==> config.mk <==
export PLATFORM = sky130hd
export DESIGN_NAME = counter_step_ctrl
export DESIGN_NICKNAME = d
export VERILOG_FILES = /design/src/rtl/counter_step_ctrl.sv
export SDC_FILE = /design/constraint.sdc
export NUM_CORES = 1
export LEC_CHECK = 0
export CAP_MARGIN = 15
export CORE_MARGIN = 2
export CORE_UTILIZATION = 30
export CTS_CLUSTER_DIAMETER = 30
export DETAILED_ROUTE_END_ITERATION = 10
export DONT_BUFFER_PORTS = 1
export GPL_TIMING_DRIVEN = 1
export MAX_ROUTING_LAYER = met4
export PLACE_DENSITY = 0.44
export SLEW_MARGIN = 20
export SYNTH_ARGS = -nofsm -noshare
export SYNTH_HDL_FRONTEND = slang
export SYNTH_SLANG_ARGS = --single-unit
==> constraint.sdc <==
create_clock -name clk -period 4.19 [get_ports clk]
set_clock_uncertainty 0.2 [all_clocks]
set_input_delay 0 -clock clk [delete_from_list [all_inputs] [get_ports clk]]
set_output_delay 0 -clock clk [all_outputs]
set_load 0.01 [all_outputs]
==> src/rtl/counter_step_ctrl.sv <==
// counter_step_ctrl
//   Sequencing controller for the up/down counter datapath. Turns the
//   debounced button level and the slow tick into one-cycle step commands.
//   Manual mode gives one step per press. A long press enters auto-run, which
//   issues a step every AUTO_DIV ticks. The controller reverses the step
//   direction at the MAX_VAL/MIN_VAL limits, and each reversal consumes one
//   request.
//
//   Build option: define COUNTER_WRAP_EN to disable bounce. In that build dir
//   stays 0, every request steps, and the counter wraps modulo 2^WIDTH.
//
// Ports
//   clk         system clock
//   rst         synchronous reset, active low
//   tick        one-cycle slow-rate enable
//   btn_level   debounced button level (1 = pressed)
//   count_in    current counter value, fed back from the counter
//   step_en     one-cycle step command to the counter
//   dir         step direction (0 = up, 1 = down)
//   auto_active high while in AUTO
//   state       FSM state (IDLE=00, HOLD=01, AUTO=10, WAIT_REL=11)

module counter_step_ctrl #(
    parameter int WIDTH      = 4,
    parameter int MAX_VAL    = 15,
    parameter int MIN_VAL    = 0,
    parameter int HOLD_TICKS = 8,
    parameter int AUTO_DIV   = 4
) (
    input  logic             clk,
    input  logic             rst,
    input  logic             tick,
    input  logic             btn_level,
    input  logic [WIDTH-1:0] count_in,
    output logic             step_en,
    output logic             dir,
    output logic             auto_active,
    output logic [1:0]       state
);

    typedef enum logic [1:0] {
        IDLE     = 2'b00,
        HOLD     = 2'b01,
        AUTO     = 2'b10,
        WAIT_REL = 2'b11
    } state_t;

    localparam int HW = $clog2(HOLD_TICKS);
    localparam int AW = (AUTO_DIV > 1) ? $clog2(AUTO_DIV) : 1;

    localparam logic [HW-1:0]    HOLD_LAST = HW'(HOLD_TICKS - 1);
    localparam logic [AW-1:0]    DIV_LAST  = AW'(AUTO_DIV - 1);
    localparam logic [WIDTH-1:0] MAX_C     = WIDTH'(MAX_VAL);
    localparam logic [WIDTH-1:0] MIN_C     = WIDTH'(MIN_VAL);

    state_t          st;
    logic            btn_prev;
    logic [HW-1:0]   hold_cnt;
    logic [AW-1:0]   div_cnt;
    logic            press;
    logic            req;

    assign state = st;

`ifdef COUNTER_WRAP_EN
    // The limits and the fed-back count do not matter when the counter wraps.
    logic unused_wrap;
    assign unused_wrap = ^{count_in, MAX_C, MIN_C};
`endif

    // Request generation: combinational, resolved on the next edge
    always_comb begin
        press = btn_level & ~btn_prev;
        req   = 1'b0;
        case (st)
            IDLE:    req = press;
            // A press in AUTO exits the mode, so it suppresses the boundary tick.
            AUTO:    req = tick & ~press & (div_cnt == DIV_LAST);
            default: req = 1'b0;
        endcase
    end

    // Registered stage: request resolution and FSM
    always_ff @(posedge clk) begin
        // btn_prev keeps sampling while reset is asserted. A button held
        // through reset therefore gives no press until it is released and
        // pressed again.
        btn_prev <= btn_level;

        if (!rst) begin
            st          <= IDLE;
            step_en     <= 1'b0;
            dir         <= 1'b0;
            auto_active <= 1'b0;
            hold_cnt    <= '0;
            div_cnt     <= '0;
        end else begin
            step_en <= 1'b0;
            if (req) begin
`ifdef COUNTER_WRAP_EN
                step_en <= 1'b1;
`else
                // A request that arrives at a limit flips direction and issues no step.
                if (!dir && count_in == MAX_C)
                    dir <= 1'b1;
                else if (dir && count_in == MIN_C)
                    dir <= 1'b0;
                else
                    step_en <= 1'b1;
`endif
            end

            case (st)
                IDLE: begin
                    if (press) begin
                        st       <= HOLD;
                        hold_cnt <= '0;
                    end
                end
                HOLD: begin
                    if (!btn_level) begin
                        st <= IDLE;
                    end else if (tick) begin
                        if (hold_cnt == HOLD_LAST) begin
                            st          <= AUTO;
                            auto_active <= 1'b1;
                            div_cnt     <= '0;
                        end else begin
                            hold_cnt <= hold_cnt + 1'b1;
                        end
                    end
                end
                AUTO: begin
                    if (press) begin
                        st          <= WAIT_REL;
                        auto_active <= 1'b0;
                    end else if (tick) begin
                        if (div_cnt == DIV_LAST)
                            div_cnt <= '0;
                        else
                            div_cnt <= div_cnt + 1'b1;
                    end
                end
                WAIT_REL: begin
                    if (!btn_level)
                        st <= IDLE;
                end
                default: st <= IDLE;
            endcase
        end
    end

endmodule
# == Word level (Yosys, flattened, before mapping) ==
# Cells that the tools add are included.
# totals
reg_bits,11
elab_cells,75
# classes
add_sub_neg,2
n_eq_ne,17
mux,28
bitwise,7
reduce_logical,14
# op_table
operator,count
$mux W2,12
$ne A2 B2 Y1 const B,9
$reduce_and A5 Y1,3
$mux W3,4
$pmux W2 S4,1
$mux W1,7
$eq A2 B2 Y1 const B,3
$ne A3 B3 Y1 const B,2
$pmux W3 S2,1
$reduce_and A6 Y1,1
$reduce_bool A2 Y1,3
$eq A4 B4 Y1 const B,1
$logic_not A4 Y1,1
$not A1 Y1,4
$pmux W1 S2,2
$pmux W2 S2,1
$add A3 B1 Y3 const B,1
$and A1 B1 Y1,3
$eq A3 B3 Y1 const B,1
$reduce_or A3 Y1,1
$add A2 B1 Y2 const B,1
$eq A2 B1 Y1 const B,1
$logic_and A1 B1 Y1,2
$logic_not A2 Y1,1
other kinds (2),2

# == Logic depth before layout (Yosys ltp) ==
# Gate-level depths: netlist of the first run.
# logic_depth
ltp_word,8
ltp_mapped,6

# == Worst setup path before layout of the first run ==
# Ideal clock, no wire load.
# synth_timing
path_kind,register to register
start,reg hold_cnt[0]
end,reg hold_cnt[0]
arrival_ns,1.217
required_ns,3.874
slack_ns,2.657
stages_incl_launch_ff,7
period_less_slack_ns,1.533
cell_sequence,dfxtp_1 > ha_1 > ha_1 > and3b_1 > o21ai_2 > mux2i_1 > nor2b_1
# synth_between
elab_chain_cells,5
word_cells_on_any_way,8
# synth_rtl
element,line_no,rtl
from (decl),58,logic [HW-1:0] hold_cnt;
from (signal assigned),129,hold_cnt <= hold_cnt + 1'b1;
$add A3 B1 Y3,129,
$mux W3,124,if (hold_cnt == HOLD_LAST) begin
$mux W3,123,end else if (tick) begin
$mux W3,121,if (!btn_level) begin
$pmux W3 S2,113,case (st)
# Several ways; a longest one is shown, not always the timed one. The select of a mux whose other input is x is not followed.
# A chain may end at the register's enable or synchronous reset.

# == Final worst setup path of the first run ==
# layout_timing
start,in count_in[1]
end,reg dir
# layout_between
elab_chain_cells,4
word_cells_on_any_way,7
# layout_rtl
element,line_no,rtl
from (decl),34,"input logic [WIDTH-1:0] count_in,"
$eq A4 B4 Y1 or $logic_not A4 Y1 (tied branches),"104, 106",
"$logic_and A1 B1 Y1, on equally long branches","104, 106",
$reduce_bool A2 Y1 (no source line),n/a,
$reduce_and A2 Y1 (no source line),n/a,
to (signal assigned),93,dir <= 1'b0;
to (signal assigned),105,dir <= 1'b1;
to (signal assigned),107,dir <= 1'b0;
to (decl),36,"output logic dir,"
# Several ways; a longest one is shown, not always the timed one.

==> summary.md, run 1 <==
| Metric | Value |
|---|---|
| Min Tclk post-route | about 2.4 ns |
| Setup repair after global routing missed its margin | false |
| Crit path required time | 4.15 ns |
| Maximum buffer depth of the clock tree | 2 |
| Final worst-path cycle share | 56.8% |
| Count of non-filler cells in the finished layout | 96 |
| Post-detailed-route via-to-cell ratio | about 4.9 |
| Final Hold Vio Count | 0 |
| Vias after detailed routing | between 400 and 500 |
| Synthesized cell area | 554 sq um |
| Level count of the clock H-tree | 1 |
| Multi-input gate area | ~330 sq um |
| Placed Instances | just over 80 |
| Routed wire length per instance | 11.7 um |
| Total GRT Usage | 12.8% |
| Vias in the first global route | 451 |
| Number of buffers inserted during clock tree synthesis | 3 |
| NumNets Final | 83 |
| Top delay family on crit path | buffers and inverters |
| Layout fillers | between 150 and 200 |
| Final number of setup-violating endpoints | 0 |
| Max Fanout on Critical Path | 2 |
| Worst path cell trace | dlygate4sd3_1 > nor4_1 > dlygate4sd3_1 > and2_1 > a21oi_1 > a31o_1 > dlygate4sd3_1 |
| Kind of end point of the critical path | flop |
| Initial antenna violation count | 0 |
| Fmax | around 420 MHz |
| Critical Path Start Type | input pin |
| CTS-repair resized insts | 0 |
| Ports | 13 |
| Clock sink count | 11 |
| Launch instance of the worst min-delay path | btn_level |
| Count of antenna diodes in the layout | 0 |
| Half-perimeter wire length after placement | 790 um |
| PwrDens | roughly 280 nW/um^2 |
| Register area share after synthesis | approximately 40% |
| Net count of the mapped netlist | 70 |
| Area of the die | 2210 sq um |
| Synthesis-stage register bit count | 11 |
| Worst-skew pair later-pin latency | between 0.2 and 0.3 ns |
| Initial core utilization | between 30% and 40% |
| Actual slew at the worst max-slew pin | 0.447 ns |
| Root Driver | sky130_fd_sc_hd__clkbuf_4 |
| Remaining global-route overflow | 0 |
| Final Wtd Congestion | slightly above 0.7 |
| Wire length of the first global-routing pass | around 1800 um |
| Worst endpoint data arrival time | between 2 and 2.5 ns |
| Total Routed Length | between 1000 and 1500 um |
| Clock-pin slew on the worst setup and hold paths | 0.07 ns |
| Total of buffers placed on input and output ports | 0 |
| Classification of the worst-slack hold path | in -> reg |
| Post-route design area | ~700 sq um |
| Max-capacitance violation count | 0 |
| Number of enable flip-flop cells after synthesis | 0 |
| Number of remaining DRC errors | 0 |
| Placed inst area | around 580 sq um |
| CP Class | in -> reg |
| Setup Total Neg Slack | 0 ns |
| Number of core rows | 15 |
| Count of final max-slew check failures | 0 |
| Die X-Extent | approximately 47 um |
| Count of buffering cells on the critical path with inverters included | 3 |
| Static leakage | 0.000295 uW |
| Startpoint of the worst setup timing path | count_in[1] |
| Die Y-Extent | about 47 um |
| Number of DRC markers in iteration 0 | 3 |
| Pin count of the biggest net entering global routing | 14 |
| Min-Delay Path Depth | 3 |
| Critical path depth in cells | 7 |
| Most common cell on crit path | sky130_fd_sc_hd__dlygate4sd3_1 |
| Max IR drop VDD | ~0.17 mV |
| Slowest cell on the critical path | sky130_fd_sc_hd__dlygate4sd3_1 |
| Growth of design area from synthesis to finish | 26.2% |
| Depth of the worst register-to-register path | 5 |
| Synth cell types | 31 |
| Share of final-layout standard cells stronger than drive strength 1 | a little under an eighth |
| Worst Hold Margin | around 0.14 ns |
| Mean cell area of the mapped netlist | about 9.4 sq um |
| Core area | between 1500 and 2000 sq um |
| Number of nets still failing antenna checks after routing | 0 |
| Register area | ~220 sq um |
| Dominant register cell in the synthesized netlist | sky130_fd_sc_hd__dfxtp_1 |
| Pwr Total | 197 uW |
| Cell count after synthesis | 59 |
| Max-slew headroom | between 70% and 80% |
| Yosys warning count | 0 |
| Clock tree from TritonCTS | done |
| Stage delay of the slowest cell on the critical path | 0.58 ns |
| Fraction of registers with async set/reset | 0% |
| DR pass1 iterations | 3 |
| Run status | finished, final reports clean |
-- report_power, final --
group / total, uW / switching [uW] / internal, uW
registers: 108 / 2.17 / 106
logic: 17.4 / 8.43 / 8.92
clock network: 71.3 / 36.0 / 35.3
total: 197 / 46.6 / 150
-- routing by layer --
| metal | vias up | share of wire (%) | track usage (%) |
|---|---|---|---|
| met5 | - | 0 | - |
| met4 | 0 | 1.3 | 5.00 |
| met3 | 2 | 7.5 | 7.69 |
| met2 | 15 | 45 | 19.5 |
| met1 | 212 | 46 | 13.5 |
| li1 | 243 | - | - |
-- path summary, 6_finish.rpt --
path                              endpoint  slack, ns
worst min register to register  div_cnt[1]       0.27
worst min-delay path               step_en       0.14
worst max register to register         dir       2.10
worst max-delay path                   dir       1.81
-- cells in the final DEF, fill, tap and decap left out, drive strengths merged, types with 2 or more instances in the layout --
master,Yosys,layout
nor2b,3,3
ha,3,3
o2111ai,2,2
nand2,9,9
dlygate4sd3,0,9
mux2i,3,3
nand3,2,2
dfxtp,11,11
clkbuf,1,3
a21boi,3,3
o21ai,2,2
nor2,3,3
-- logic make-up (layout without fill, tap and decap cells) --
kind of cell,after synthesis,count (layout),synth area share (%)
flops,11,11,39.7
compound gates,13,13,19.2
buf+inv,2,14,1.35
simple gates,27,27,27.5
mux,3,3,5.42
fa+ha+maj,3,3,6.77
-- flip-flops by register name (all words and copies together) (netlist names), named ones only --
signal,flops
btn_prev,1
auto_active,1
step_en,1
div_cnt,2
hold_cnt,3
state,1
dir,1
-- metrics by stage --
step	utilization [%]	setup WS [ns]
after detailed placement	33.7	2.55
after global routing	40.5	1.71
after floorplan	-	2.66
after global placement	33.7	2.58
final	40.5	1.81
after CTS	40.5	1.88
-- cell type report --
cell class,count,area share (%)
Multi-Input combinational cell,46,46.7
Sequential cell,11,31.5
Timing Repair Buffer,9,12.9
Tap cell,25,4.47
Clock buffer,3,3.22
Clock inverter,1,0.716
Inverter,1,0.537
-- worst reg2reg max path, delay by kind of cell, from the launching register on --
kind,cells,cell delay (ns)
simple gates,1,0.24
buf+inv,1,0.55
compound gates,3,0.49
flops,1,0.53
-- cell usage after synthesis, types with 2 or more instances --
master                      instances  area share [%]
sky130_fd_sc_hd__nand3_1            2             1.8
sky130_fd_sc_hd__nand2_1            9             6.1
sky130_fd_sc_hd__o2111ai_1          2             3.2
sky130_fd_sc_hd__ha_1               3             6.8
sky130_fd_sc_hd__nor2_1             3             2.0
sky130_fd_sc_hd__mux2i_1            3             5.4
sky130_fd_sc_hd__nor2b_1            2             2.3
sky130_fd_sc_hd__a21boi_0           2             2.7
sky130_fd_sc_hd__dfxtp_1           11              40
-- what timing repair did --
action | in CTS | in global routing
hold buffers | 9 | 0
endpoints found under the hold margin | 11 | 0
buffers inserted | 0 | 0
Note: power is estimated with default switching activity, not from simulation.
==> run 2: changes to the inputs <==
--- a/config.mk
+++ b/config.mk
@@ -13,7 +13,7 @@
 export DONT_BUFFER_PORTS = 1
 export GPL_TIMING_DRIVEN = 1
 export MAX_ROUTING_LAYER = met4
-export PLACE_DENSITY = 0.44
+export PLACE_DENSITY = 0.45
 export SLEW_MARGIN = 20
 export SYNTH_ARGS = -nofsm -noshare
 export SYNTH_HDL_FRONTEND = slang
==> constraint.sdc (replaced) <==
create_clock -name clk -period 1.9 [get_ports clk]
set_clock_uncertainty 0.2 [all_clocks]
set_input_delay 0 -clock clk [delete_from_list [all_inputs] [get_ports clk]]
set_output_delay 0 -clock clk [all_outputs]
set_load 0.01 [all_outputs]
==> run 2 against run 1 <==
Clock power up 130%; die area unchanged; combinational power up 110%; worst setup slack worse by 1.7 ns; first-iteration DRC count rose by 33%; non-clock buffer count is 2 lower; largest power group unchanged.
==> summary.md, run 2 (synthesized netlist as in run 1, its figures left out) <==
| Metric | Value |
|---|---|
| Count of antenna diodes in the layout | 0 |
| Depth of the worst register-to-register path | 6 |
| Root Driver | sky130_fd_sc_hd__clkbuf_4 |
| Max-capacitance violation count | 0 |
| Max Fanout on Critical Path | 2 |
| Clock sink count | 11 |
| Most used cells in the layout excluding fill and tap cells | sky130_fd_sc_hd__dfxtp_1, sky130_fd_sc_hd__nand2_1, sky130_fd_sc_hd__dlygate4sd3_1 |
| Largest register FFs | 3 |
| Post-detailed-route via-to-cell ratio | a little under 5 |
| DR pass1 iterations | 2 |
| Core area | 1730 sq um |
| Total GRT Usage | ~12% |
| Share of final-layout standard cells stronger than drive strength 1 | between 10% and 20% |
| Max IR drop VDD | roughly 0.4 mV |
| Min Tclk post-route | between 1.5 and 2 ns |
| Half-perimeter wire length after placement | slightly below 800 um |
| Pin count of the biggest net entering global routing | 14 |
| Vias after detailed routing | between 400 and 500 |
| Setup repair after global routing missed its margin | false |
| Run status | finished, final reports clean |
| Layout fillers | ~190 |
| Kind of end point of the critical path | flop |
| Total Routed Length | between 1000 and 1500 um |
| Initial core utilization | approximately 32% |
| Min-Delay Path Depth | 3 |
| Fmax | approximately 560 MHz |
| PwrDens | about 640 nW/um^2 |
| Maximum buffer depth of the clock tree | 2 |
| Final number of setup-violating endpoints | 0 |
| Clock-pin slew on the worst setup and hold paths | 0.07 ns |
| Post-CTS Repair Setup Buffers | 0 |
| Actual slew at the worst max-slew pin | slightly above 0.4 ns |
| Most common cell on crit path | sky130_fd_sc_hd__dlygate4sd3_1 |
| Setup Total Neg Slack | 0 ns |
| Worst path cell trace | dlygate4sd3_1 > nor4_1 > dlygate4sd3_1 > and2_1 > a21oi_1 > a31o_1 |
| Number of nets still failing antenna checks after routing | 0 |
| Count of final max-slew check failures | 0 |
| Critical path depth in cells | 6 |
| Crit path required time | ~1.9 ns |
| Final Hold Vio Count | 0 |
| Die Y-Extent | ~47 um |
| Number of core rows | 15 |
| CP Class | in -> reg |
| Top delay family on crit path | buffers and inverters |
| NumNets Final | 81 |
| Least setup slack across all paths after layout | ~0.13 ns |
| Registers with the highest flip-flop counts | hold_cnt (3), div_cnt (2) |
| Remaining global-route overflow | 0 |
| Final Wtd Congestion | just under 0.7 |
| Final worst-path cycle share | around 93% |
| Ports | 13 |
| Count of buffering cells on the critical path with inverters included | 2 |
| Number of buffers inserted during clock tree synthesis | 3 |
| Critical Path Start Type | input pin |
| Number of remaining DRC errors | 0 |
| Level count of the clock H-tree | 1 |
| Number of DRC markers in iteration 0 | 4 |
| Routed wire length per instance | around 11 um |
| Classification of the worst-slack hold path | in -> reg |
| Post-place setup slack | about 0.26 ns |
| Slowest cell on the critical path | sky130_fd_sc_hd__dlygate4sd3_1 |
| Initial antenna violation count | 0 |
| Wire length of the first global-routing pass | between 1500 and 2000 um |
| Total of buffers placed on input and output ports | 0 |
| Vias in the first global route | 425 |
| Leading cell type in the layout, fill and taps excluded | sky130_fd_sc_hd__dfxtp_1 |
| Stage delay of the slowest cell on the critical path | around 0.57 ns |
| Worst endpoint data arrival time | roughly 1.7 ns |
| Worst-skew pair later-pin latency | ~0.27 ns |
| Die X-Extent | 47.0 um |
| Static leakage | 0.000279 uW |
| Clock tree from TritonCTS | done |
| Max-slew headroom | between 70% and 80% |
| Growth of design area from synthesis to finish | 22.3% |
| Area of the die | between 2000 and 2500 sq um |
| Register bank with the most flops | hold_cnt |
## run 2: cell count changes in the layout (fill, tap and decap cells not counted)
cell                            change
sky130_fd_sc_hd__clkinv_2           -1
sky130_fd_sc_hd__clkbuf_1           +1
sky130_fd_sc_hd__dlygate4sd3_1      -2
## run 2: area by class of cell
cell class              instances  area [sq um]  share of cell area, %
multi-input cells              46           327                   48.2
flip-flops and latches         11           220                   32.5
repair buffers                  7          70.1                   10.3
well taps                      25          31.3                   4.61
clock buffers                   4          26.3                   3.87
inverters                       1          3.75                  0.554
## run 2: metrics by stage
stage | hold slack (ns) | std cells | cell area (sq um) | utilization (%) | power [uW]
floorplan | -0.172 | 59 | 554 | - | 263
global placement | -0.172 | 83 | 582 | 33.7 | 265
detailed placement | -0.172 | 83 | 582 | 33.7 | 265
CTS | 0.101 | 94 | 678 | 39.3 | 444
global route | 0.144 | 94 | 678 | 39.3 | 461
finish | 0.119 | 94 | 678 | 39.3 | 437
## run 2: timing repair
action                                 4_1_cts  5_1_grt
resized for setup                            0        0
endpoints found under the hold margin       11        0
hold buffers                                 7        0
setup endpoints to repair                    0        0
## run 2: report_power, final
| group | switching (uW) | leakage [uW] | internal (uW) |
|---|---|---|---|
| sequential | 4.66 | 0.0000893 | 234 |
| clock | 80.8 | 0.0000150 | 81.3 |
| combinational | 18.1 | 0.000175 | 18.2 |
| total | 104 | 0.000279 | 334 |
## run 2: worst paths after layout
check,from,endpoint,slack (ns)
max,count_in[1],dir,0.13
min,btn_level,dir,0.12
max reg2reg,hold_cnt[0],hold_cnt[0],0.26
min reg2reg,div_cnt[1],div_cnt[1],0.26
## run 2: layer usage
layer	part of all wire [%]	routed length, um	vias to the layer above	global-route usage (%)
met4	0	0	0	3.33
met1	51	549	206	13.9
met5	0	0	-	-
li1	-	-	240	-
met2	41	447	15	17.8
met3	7.5	81	0	8.08
## run 2: tightest hold or removal path, cell delays in order
cell                      delay [ns]
sky130_fd_sc_hd__nor4b_1        0.24
sky130_fd_sc_hd__a41o_1         0.18
sky130_fd_sc_hd__a31o_1         0.14
